## src/rtl/exu_pkg.sv

```systemverilog
`default_nettype none
// ============================================================================
//  Module      : exu_pkg
//  Description : Shared definitions for the execute/writeback unit: packed
//                dynamic-instruction field layout, instruction-type codes,
//                ALU operation encodings and EXU state encodings.
//  Revision    : 1.0 - initial release
// ============================================================================
package exu_pkg;

    // Basic widths
    localparam int XLEN       = 32;
    localparam int REGIDX_W   = 5;
    localparam int SHAMT_W    = 5;

    // Packed dynamic-instruction layout (LSB first)
    localparam int INVLD_BIT   = 0;
    localparam int USE_RD_BIT  = 1;
    localparam int USE_RS1_BIT = 2;
    localparam int USE_RS2_BIT = 3;
    localparam int USE_IMM_BIT = 4;
    localparam int INSTYPE_OFF = 5;
    localparam int INSTYPE_W   = 3;
    localparam int ALUOP_OFF   = 8;
    localparam int ALUOP_W     = 4;
    localparam int RD_OFF      = 12;
    localparam int PC_OFF      = RD_OFF + REGIDX_W;   // 17
    localparam int IMM_OFF     = PC_OFF + XLEN;       // 49
    localparam int RS2VAL_OFF  = IMM_OFF + XLEN;      // 81
    localparam int RS1VAL_OFF  = RS2VAL_OFF + XLEN;   // 113
    localparam int DYN_INST_W  = RS1VAL_OFF + XLEN;   // 145

    // Instruction-type codes
    localparam logic [INSTYPE_W-1:0] INST_R     = 3'd0;
    localparam logic [INSTYPE_W-1:0] INST_I     = 3'd1;
    localparam logic [INSTYPE_W-1:0] INST_S     = 3'd2;
    localparam logic [INSTYPE_W-1:0] INST_B     = 3'd3;
    localparam logic [INSTYPE_W-1:0] INST_LUI   = 3'd4;
    localparam logic [INSTYPE_W-1:0] INST_AUIPC = 3'd5;
    localparam logic [INSTYPE_W-1:0] INST_J     = 3'd6;

    // ALU operations, encoded as {instr[30], funct3}
    localparam logic [ALUOP_W-1:0] ALUOP_ADD  = 4'b0000;
    localparam logic [ALUOP_W-1:0] ALUOP_SUB  = 4'b1000;
    localparam logic [ALUOP_W-1:0] ALUOP_SLL  = 4'b0001;
    localparam logic [ALUOP_W-1:0] ALUOP_SLT  = 4'b0010;
    localparam logic [ALUOP_W-1:0] ALUOP_SLTU = 4'b0011;
    localparam logic [ALUOP_W-1:0] ALUOP_XOR  = 4'b0100;
    localparam logic [ALUOP_W-1:0] ALUOP_SRL  = 4'b0101;
    localparam logic [ALUOP_W-1:0] ALUOP_SRA  = 4'b1101;
    localparam logic [ALUOP_W-1:0] ALUOP_OR   = 4'b0110;
    localparam logic [ALUOP_W-1:0] ALUOP_AND  = 4'b0111;

    // EXU state encodings
    localparam logic [1:0] EXU_IDLE  = 2'd0;
    localparam logic [1:0] EXU_EXEC  = 2'd1;
    localparam logic [1:0] EXU_SHIFT = 2'd2;
    localparam logic [1:0] EXU_WB    = 2'd3;

    // True for the three shift operations
    function automatic logic is_shift_op(input logic [ALUOP_W-1:0] op);
        return (op == ALUOP_SLL) || (op == ALUOP_SRL) || (op == ALUOP_SRA);
    endfunction

endpackage : exu_pkg
`default_nettype wire

```

## src/rtl/exu_alu.sv

```systemverilog
`default_nettype none
// ============================================================================
//  Module      : exu_alu
//  Description : Purely combinational RV32I ALU. Shift operations use a
//                barrel shifter unless EXU_ITER_SHIFT_EN is defined, in which
//                case shifts pass operand A through (shift by zero) and the
//                EXU performs the shift iteratively.
//  Macro       : EXU_ITER_SHIFT_EN
//  Revision    : 1.0 - initial release
// ============================================================================
module exu_alu
    import exu_pkg::*;
#(
    parameter int DATA_WIDTH = XLEN,
    parameter int SHCNT_W    = SHAMT_W
) (
    input  logic [ALUOP_W-1:0]    alu_op,
    input  logic [DATA_WIDTH-1:0] a,
    input  logic [DATA_WIDTH-1:0] b,
    output logic [DATA_WIDTH-1:0] result
);

`ifndef EXU_ITER_SHIFT_EN
    logic [SHCNT_W-1:0] w_shamt;
    assign w_shamt = b[SHCNT_W-1:0];
`endif

    // Operation select; unknown encodings yield zero
    always_comb begin
        result = '0;
        case (alu_op)
            ALUOP_ADD:  result = a + b;
            ALUOP_SUB:  result = a - b;
            ALUOP_SLT:  result = {{(DATA_WIDTH-1){1'b0}}, ($signed(a) < $signed(b))};
            ALUOP_SLTU: result = {{(DATA_WIDTH-1){1'b0}}, (a < b)};
            ALUOP_XOR:  result = a ^ b;
            ALUOP_OR:   result = a | b;
            ALUOP_AND:  result = a & b;
`ifdef EXU_ITER_SHIFT_EN
            ALUOP_SLL,
            ALUOP_SRL,
            ALUOP_SRA:  result = a;
`else
            ALUOP_SLL:  result = a << w_shamt;
            ALUOP_SRL:  result = a >> w_shamt;
            ALUOP_SRA:  result = $signed(a) >>> w_shamt;
`endif
            default:    result = '0;
        endcase
    end

endmodule : exu_alu
`default_nettype wire

```

## src/rtl/exu.sv

```systemverilog
`default_nettype none
// ============================================================================
//  Module      : exu
//  Description : Execute/writeback unit of the single-issue RV32I core.
//                Accepts a packed decoded instruction over valid/ready,
//                computes the ALU result and drives the register-file
//                writeback triple. IDLE -> EXEC -> (SHIFT) -> WB -> IDLE.
//  Macro       : EXU_ITER_SHIFT_EN - shifts run one bit per cycle in SHIFT
//  Revision    : 1.0 - initial release
// ============================================================================
module exu
    import exu_pkg::*;
#(
    parameter int DATA_WIDTH     = XLEN,
    parameter int RD_LEN_STA     = REGIDX_W,
    parameter int DYN_INST_WIDTH = DYN_INST_W,
    parameter int SHCNT_W        = SHAMT_W
) (
    input  logic                      clk,
    input  logic                      rst_n,
    input  logic [DYN_INST_WIDTH-1:0] dyn_instr_i,
    input  logic                      dyn_vld_i,
    output logic                      dyn_rdy_o,
    output logic [RD_LEN_STA-1:0]     rd_o,
    output logic [DATA_WIDTH-1:0]     wrtbck_dat_o,
    output logic                      wrtbck_en_o,
    output logic                      illegal_o,
    output logic                      busy_o
);

    logic [1:0]                r_state;
    logic [1:0]                w_state_nxt;
    logic [DYN_INST_WIDTH-1:0] r_instr;
    logic [DATA_WIDTH-1:0]     r_result;

    // Fields of the latched instruction
    logic                  w_invld;
    logic                  w_use_rd;
    logic                  w_use_rs1;
    logic                  w_use_imm;
    logic [INSTYPE_W-1:0]  w_instype;
    logic [ALUOP_W-1:0]    w_aluop;
    logic [RD_LEN_STA-1:0] w_rd;
    logic [DATA_WIDTH-1:0] w_pc;
    logic [DATA_WIDTH-1:0] w_imm;
    logic [DATA_WIDTH-1:0] w_rs1val;
    logic [DATA_WIDTH-1:0] w_rs2val;
    logic [DATA_WIDTH-1:0] w_opa;
    logic [DATA_WIDTH-1:0] w_opb;
    logic [DATA_WIDTH-1:0] w_alu_res;
    logic                  w_unused_use_rs2;

    assign w_invld          = r_instr[INVLD_BIT];
    assign w_use_rd         = r_instr[USE_RD_BIT];
    assign w_use_rs1        = r_instr[USE_RS1_BIT];
    assign w_use_imm        = r_instr[USE_IMM_BIT];
    assign w_unused_use_rs2 = r_instr[USE_RS2_BIT];
    assign w_instype        = r_instr[INSTYPE_OFF +: INSTYPE_W];
    assign w_aluop          = r_instr[ALUOP_OFF +: ALUOP_W];
    assign w_rd             = r_instr[RD_OFF +: RD_LEN_STA];
    assign w_pc             = r_instr[PC_OFF +: DATA_WIDTH];
    assign w_imm            = r_instr[IMM_OFF +: DATA_WIDTH];
    assign w_rs2val         = r_instr[RS2VAL_OFF +: DATA_WIDTH];
    assign w_rs1val         = r_instr[RS1VAL_OFF +: DATA_WIDTH];

    // AUIPC adds to pc, LUI adds to zero, otherwise rs1 when used
    assign w_opa = (w_instype == INST_AUIPC) ? w_pc :
                   (w_instype == INST_LUI)   ? '0   :
                   w_use_rs1                 ? w_rs1val : '0;
    assign w_opb = w_use_imm ? w_imm : w_rs2val;

    exu_alu #(
        .DATA_WIDTH (DATA_WIDTH),
        .SHCNT_W    (SHCNT_W)
    ) u_alu (
        .alu_op (w_aluop),
        .a      (w_opa),
        .b      (w_opb),
        .result (w_alu_res)
    );

`ifdef EXU_ITER_SHIFT_EN
    logic [SHCNT_W-1:0] r_cnt;
    logic               w_iter_shift;
    // A zero shift amount needs no iterations and retires like any other op
    assign w_iter_shift = is_shift_op(w_aluop) && (w_opb[SHCNT_W-1:0] != '0);
`endif

    assign rd_o         = w_rd;
    assign wrtbck_dat_o = r_result;

    // State register
    always_ff @(posedge clk) begin
        if (!rst_n) r_state <= EXU_IDLE;
        else        r_state <= w_state_nxt;
    end

    // Next-state and control outputs
    always_comb begin
        w_state_nxt = r_state;
        dyn_rdy_o   = 1'b0;
        busy_o      = 1'b1;
        wrtbck_en_o = 1'b0;
        illegal_o   = 1'b0;
        case (r_state)
            EXU_IDLE: begin
                dyn_rdy_o = 1'b1;
                busy_o    = 1'b0;
                if (dyn_vld_i) w_state_nxt = EXU_EXEC;
            end
            EXU_EXEC: begin
`ifdef EXU_ITER_SHIFT_EN
                if (!w_invld && w_iter_shift) w_state_nxt = EXU_SHIFT;
                else                          w_state_nxt = EXU_WB;
`else
                w_state_nxt = EXU_WB;
`endif
            end
`ifdef EXU_ITER_SHIFT_EN
            EXU_SHIFT: begin
                if (r_cnt == SHCNT_W'(1)) w_state_nxt = EXU_WB;
            end
`endif
            EXU_WB: begin
                wrtbck_en_o = w_use_rd && (w_rd != '0) && !w_invld;
                illegal_o   = w_invld;
                w_state_nxt = EXU_IDLE;
            end
            default: w_state_nxt = EXU_IDLE;
        endcase
    end

    // Instruction latch, result register and shift counter
    always_ff @(posedge clk) begin
        if (!rst_n) begin
            r_instr  <= '0;
            r_result <= '0;
`ifdef EXU_ITER_SHIFT_EN
            r_cnt    <= '0;
`endif
        end else begin
            case (r_state)
                EXU_IDLE: begin
                    if (dyn_vld_i) r_instr <= dyn_instr_i;
                end
                EXU_EXEC: begin
                    // For iterative shifts the ALU passes operand A through
                    r_result <= w_alu_res;
`ifdef EXU_ITER_SHIFT_EN
                    r_cnt    <= w_opb[SHCNT_W-1:0];
`endif
                end
`ifdef EXU_ITER_SHIFT_EN
                EXU_SHIFT: begin
                    r_cnt <= r_cnt - SHCNT_W'(1);
                    case (w_aluop)
                        ALUOP_SLL: r_result <= {r_result[DATA_WIDTH-2:0], 1'b0};
                        ALUOP_SRL: r_result <= {1'b0, r_result[DATA_WIDTH-1:1]};
                        default:   r_result <= {r_result[DATA_WIDTH-1], r_result[DATA_WIDTH-1:1]};
                    endcase
                end
`endif
                default: ;
            endcase
        end
    end

endmodule : exu
`default_nettype wire

```

## config.mk

```make
export PLATFORM = sky130hd
export DESIGN_NAME = exu
export DESIGN_NICKNAME = d
export VERILOG_FILES = /design/src/rtl/exu_pkg.sv /design/src/rtl/exu_alu.sv /design/src/rtl/exu.sv
export SDC_FILE = /design/constraint.sdc
export NUM_CORES = 1
export LEC_CHECK = 0
export BUFFER_PORTS_ARGS = -buffer_cell sky130_fd_sc_hd__buf_2
export CORE_ASPECT_RATIO = 1.4
export CORE_MARGIN = 4
export CORE_UTILIZATION = 40
export DETAILED_ROUTE_END_ITERATION = 6
export GPL_TIMING_DRIVEN = 1
export PLACE_DENSITY_LB_ADDON = 0.15
export SYNTH_ARGS = -nofsm -noshare
export SYNTH_HDL_FRONTEND = slang
export SYNTH_HIERARCHICAL = 1
export SYNTH_SLANG_ARGS = --single-unit
```

## constraint.sdc

```tcl
create_clock -name clk -period 8 [get_ports clk]
set_input_delay 0.4 -clock clk [delete_from_list [all_inputs] [get_ports clk]]
set_output_delay 0.4 -clock clk [all_outputs]
set_load 0.01 [all_outputs]
```

==> flow_summary_export.csv <==
group,metric,value,unit
clock_network,cts_tree,"built",
logic_synthesis,synthSimpleGateAreaFrac,0.2085,
finish,syn_to_final_growth,9.270,%
clock_network,clk_pin_slew,0.08,ns
finish,area.sequential,3563,um2
clock_network,clk_latency,0.46,ns
detailed_routing,drc,0,
timing,rsz0062_at_grt,"no",
placement,dp.cells,2623,
logic_synthesis,async_flop_share,0,
power_and_ir_drop,p_per_area,150.0,nW/um2
grt,antenna_found_initial,1,
flow_run,maxCapViolations,0,
placement,gp_congestion,0.9955,
grt,grt_pass1_wl,92160,um
placement,hpwl,46200,um
logic_synthesis,synth_flop_cell,"dfxtp_1",
floorplanning,rows,85,
detailed_routing,wl_per_cell,23.08,um
detailed_routing,vias_per_cell,6.002,
outcome,status,"completed",
timing,hold_viol,0,
floorplanning,die_w,175.9,um
worst_hold_path,hold_path.class,"in2reg",
timing,finalSetupViolCount,0,
logic_synthesis,syn_area,15790,um2
timing,skew,0.01028,ns
detailed_routing,dr.first_iter.drc_count,1206,
clock_network,cts_root_buf,"clkbuf_16",
critical_path,crit_required,8.38,ns
logic_synthesis,avgSynthCellArea,7.655,um2
finish,fin_cells,2656,
placement,port_buffers,187,
timing,finalCritPeriodShare,0.6382,
power_and_ir_drop,total_power,2.588,mW
grt,grt_overflow,0,
logic_synthesis,synth_mux_area_frac,0.1323,
detailed_routing,first_pass_iters,6,
timing,fin_tns_setup,0,ns
timing,slew_headroom,0.3126,
timing,finalMaxSlewViolations,0,
critical_path,arrival,5.49,ns
floorplanning,start_util,0.4079,
clock_network,hold_buffers,0,
floorplanning,ios,189,
logic_synthesis,synth_edf_count,0,
timing,tightest_slew,1.031,ns
critical_path,crit_path_end_kind,"flip-flop",
detailed_routing,drtAntennaViolNets,0,
critical_path,worst-setup-path-type,"reg2reg",
logic_synthesis,syn_nets,2310,
logic_synthesis,synth_fa_ha_area_frac,0.07939,
clock_network,clk_path_buf_depth,2,
grt,grt_max_degree,289,
logic_synthesis,synth_compound_area_frac,0.2539,
logic_synthesis,synth.distinct_cells,91,
timing,min_period,5.106,ns
finish,multi_input_area,10840,um2
logic_synthesis,synth_top_family_by_area,"compound AO/OA/AOI/OAI gates",
logic_synthesis,ys_ff_latch,178,
clock_network,clock_sink_count,178,
power_and_ir_drop,leakagePower,6.708,nW
timing,fmax,195.8,MHz
floorplanning,core,38710,um2
detailed_routing,vias,15942,
logic_synthesis,synthXorXnorAreaFrac,0.01109,
finish,fillerInstances,4161,
clock_network,post_cts_resized,0,
finish,final_util,0.4457,
critical_path,cp_max_fo,19,
finish,finish.net_count,2367,
finish,layout-drive-gt1-share,0.1805,
clock_network,post_cts_buffers,0,
critical_path,worstSetupStartpointType,"flip-flop",
clock_network,h-tree-depth,4,
floorplanning,die_h,243.1,um
logic_synthesis,yosysSeqAreaShare,0.2257,
grt,first_global_vias,14960,
power_and_ir_drop,ir_drop,130.7,uV
grt,grt.total_usage,0.2777,
logic_synthesis,yosysWarnings,6,
clock_network,numCtsBuffers,17,
logic_synthesis,synth_cells,2063,
floorplanning,die-area,42770,um2
timing,whs,0.1552,ns
detailed_routing,routed_wl,61300,um
logic make-up (layout without fill, tap and decap cells):
family / Yosys count / count (layout)
AOI/OAI and AO/OA: 614 / 614
buffers and inverters: 279 / 349
xor gates and xnor gates: 20 / 20
DFF: 178 / 178
muxes: 135 / 135
adders and majority gates: 99 / 99
other: 0 / 1
and+or+nand+nor: 738 / 738
cells in the final DEF (no fill, tap or decap), types with 5 or more instances in the layout:
cell / n
dfxtp_1: 178
a211oi_1: 23
nor3_1: 26
a22oi_1: 6
nand2b_1: 9
ha_1: 97
nor4_1: 9
inv_8: 7
o221ai_1: 6
nor2_1: 145
o21bai_1: 12
a21o_1: 15
xor2_1: 7
o2111ai_1: 8
or2_2: 5
a21boi_0: 33
inv_1: 86
nand3_1: 171
mux2i_1: 40
a22o_1: 32
xnor2_1: 13
and3_1: 9
a211o_1: 6
buf_2: 186
or3_1: 13
o21ai_1: 48
o211ai_1: 28
mux2_2: 35
a31oi_1: 10
mux4_2: 55
o31ai_1: 10
a221oi_1: 21
buf_4: 40
o21a_1: 5
a21oi_1: 106
a221o_1: 9
clkbuf_16: 17
nor2b_1: 14
o21ai_0: 192
nand2_1: 309
final cells by class:
class / count / area share
multi-input cells: 1606 / 0.6285
clock inverters: 14 / 0.008846
flip-flops and latches: 178 / 0.2065
clock buffers: 18 / 0.02545
repair buffers: 228 / 0.07338
well taps: 522 / 0.03785
inverters: 89 / 0.01936
diodes: 1 / 0.0001450
worst max-delay path: stages (launching register included):
cell and delay [ns]:
dfxtp_1 0.37, and3_1 0.55, buf_4 0.35, a22o_1 0.51
inv_1 0.09, ha_1 0.47, a21oi_1 0.25, o21ai_1 0.13
or3b_1 0.39, o22ai_1 0.40, a21oi_1 0.25, a311oi_2 0.44
a21oi_1 0.15, xnor2_1 0.15, o211ai_1 0.28, nand2_1 0.09
a21boi_0 0.14
final timing paths:
kind                                    endpoint             from  slack, ns  cells past startpoint
worst max register to register  wrtbck_dat_o[27]       r_instr[7]       2.89                     16
worst min register to register      r_instr[102]     r_instr[102]       0.45                      2
worst min-delay path                 r_instr[25]  dyn_instr_i[25]       0.16                      3
worst max-delay path            wrtbck_dat_o[27]       r_instr[7]       2.89                     16
Yosys cell counts (5+ instances only):
library cell,instances,area [um2]
inv_1,86,322.8
a22oi_1,6,45.04
and3_1,9,56.30
xnor2_1,13,113.9
o2111ai_1,8,70.07
clkbuf_1,109,409.1
a211oi_1,23,172.7
buf_6,25,281.5
o221ai_1,6,52.55
nand2b_1,9,56.30
a221o_1,9,90.09
buf_1,13,48.80
or3_1,13,81.33
clkbuf_2,6,30.03
a21o_1,15,112.6
mux2i_1,40,400.4
or2_2,5,31.28
o21ai_0,192,960.9
dfxtp_1,178,3563
a21oi_1,106,530.5
nand3_1,171,855.8
o211ai_1,28,210.2
o21ai_1,48,240.2
nor3_1,27,135.1
a22o_1,32,280.3
a21boi_0,33,247.7
xor2_1,7,61.31
mux2_2,36,405.4
ha_1,97,1214
o21a_1,5,37.54
clkbuf_8,10,137.6
buf_2,17,85.08
nor2b_1,15,93.84
o21bai_1,12,90.09
buf_4,9,67.56
nand2_1,309,1160
a221oi_1,21,183.9
a211o_1,6,52.55
o31ai_1,10,75.07
nor2_1,147,551.8
mux4_2,55,1239
a31oi_1,10,62.56
nor4_1,9,56.30
power by group:
group / total [mW] / leakage (nW) / switching (mW) / internal [mW]
clock: 0.853 / 0.286 / 0.426 / 0.428
combinational: 0.757 / 4.96 / 0.500 / 0.257
sequential: 0.978 / 1.46 / 0.0341 / 0.944
registers in the layout, indices dropped and copies added, names as in the netlist:
signal        count
r_instr         144
r_state           2
wrtbck_dat_o     32
layer usage:
layer | wire length (um) | GRT usage
met1 | 24540 | 0.3415
met4 | 3961 | 0.1595
met5 | 0 | 0
met2 | 28440 | 0.4506
met3 | 4365 | 0.05572
metrics by stage:
| stage | area [um2] | setup WS, ns |
|---|---|---|
| CTS | 17250 | 2.840 |
| global placement | 16660 | 2.906 |
| detailed placement | 16660 | 2.869 |
| global route | 17250 | 2.556 |
| finish | 17260 | 2.894 |
| floorplan | 15790 | 3.623 |
Power figures use the tool's default switching activity.
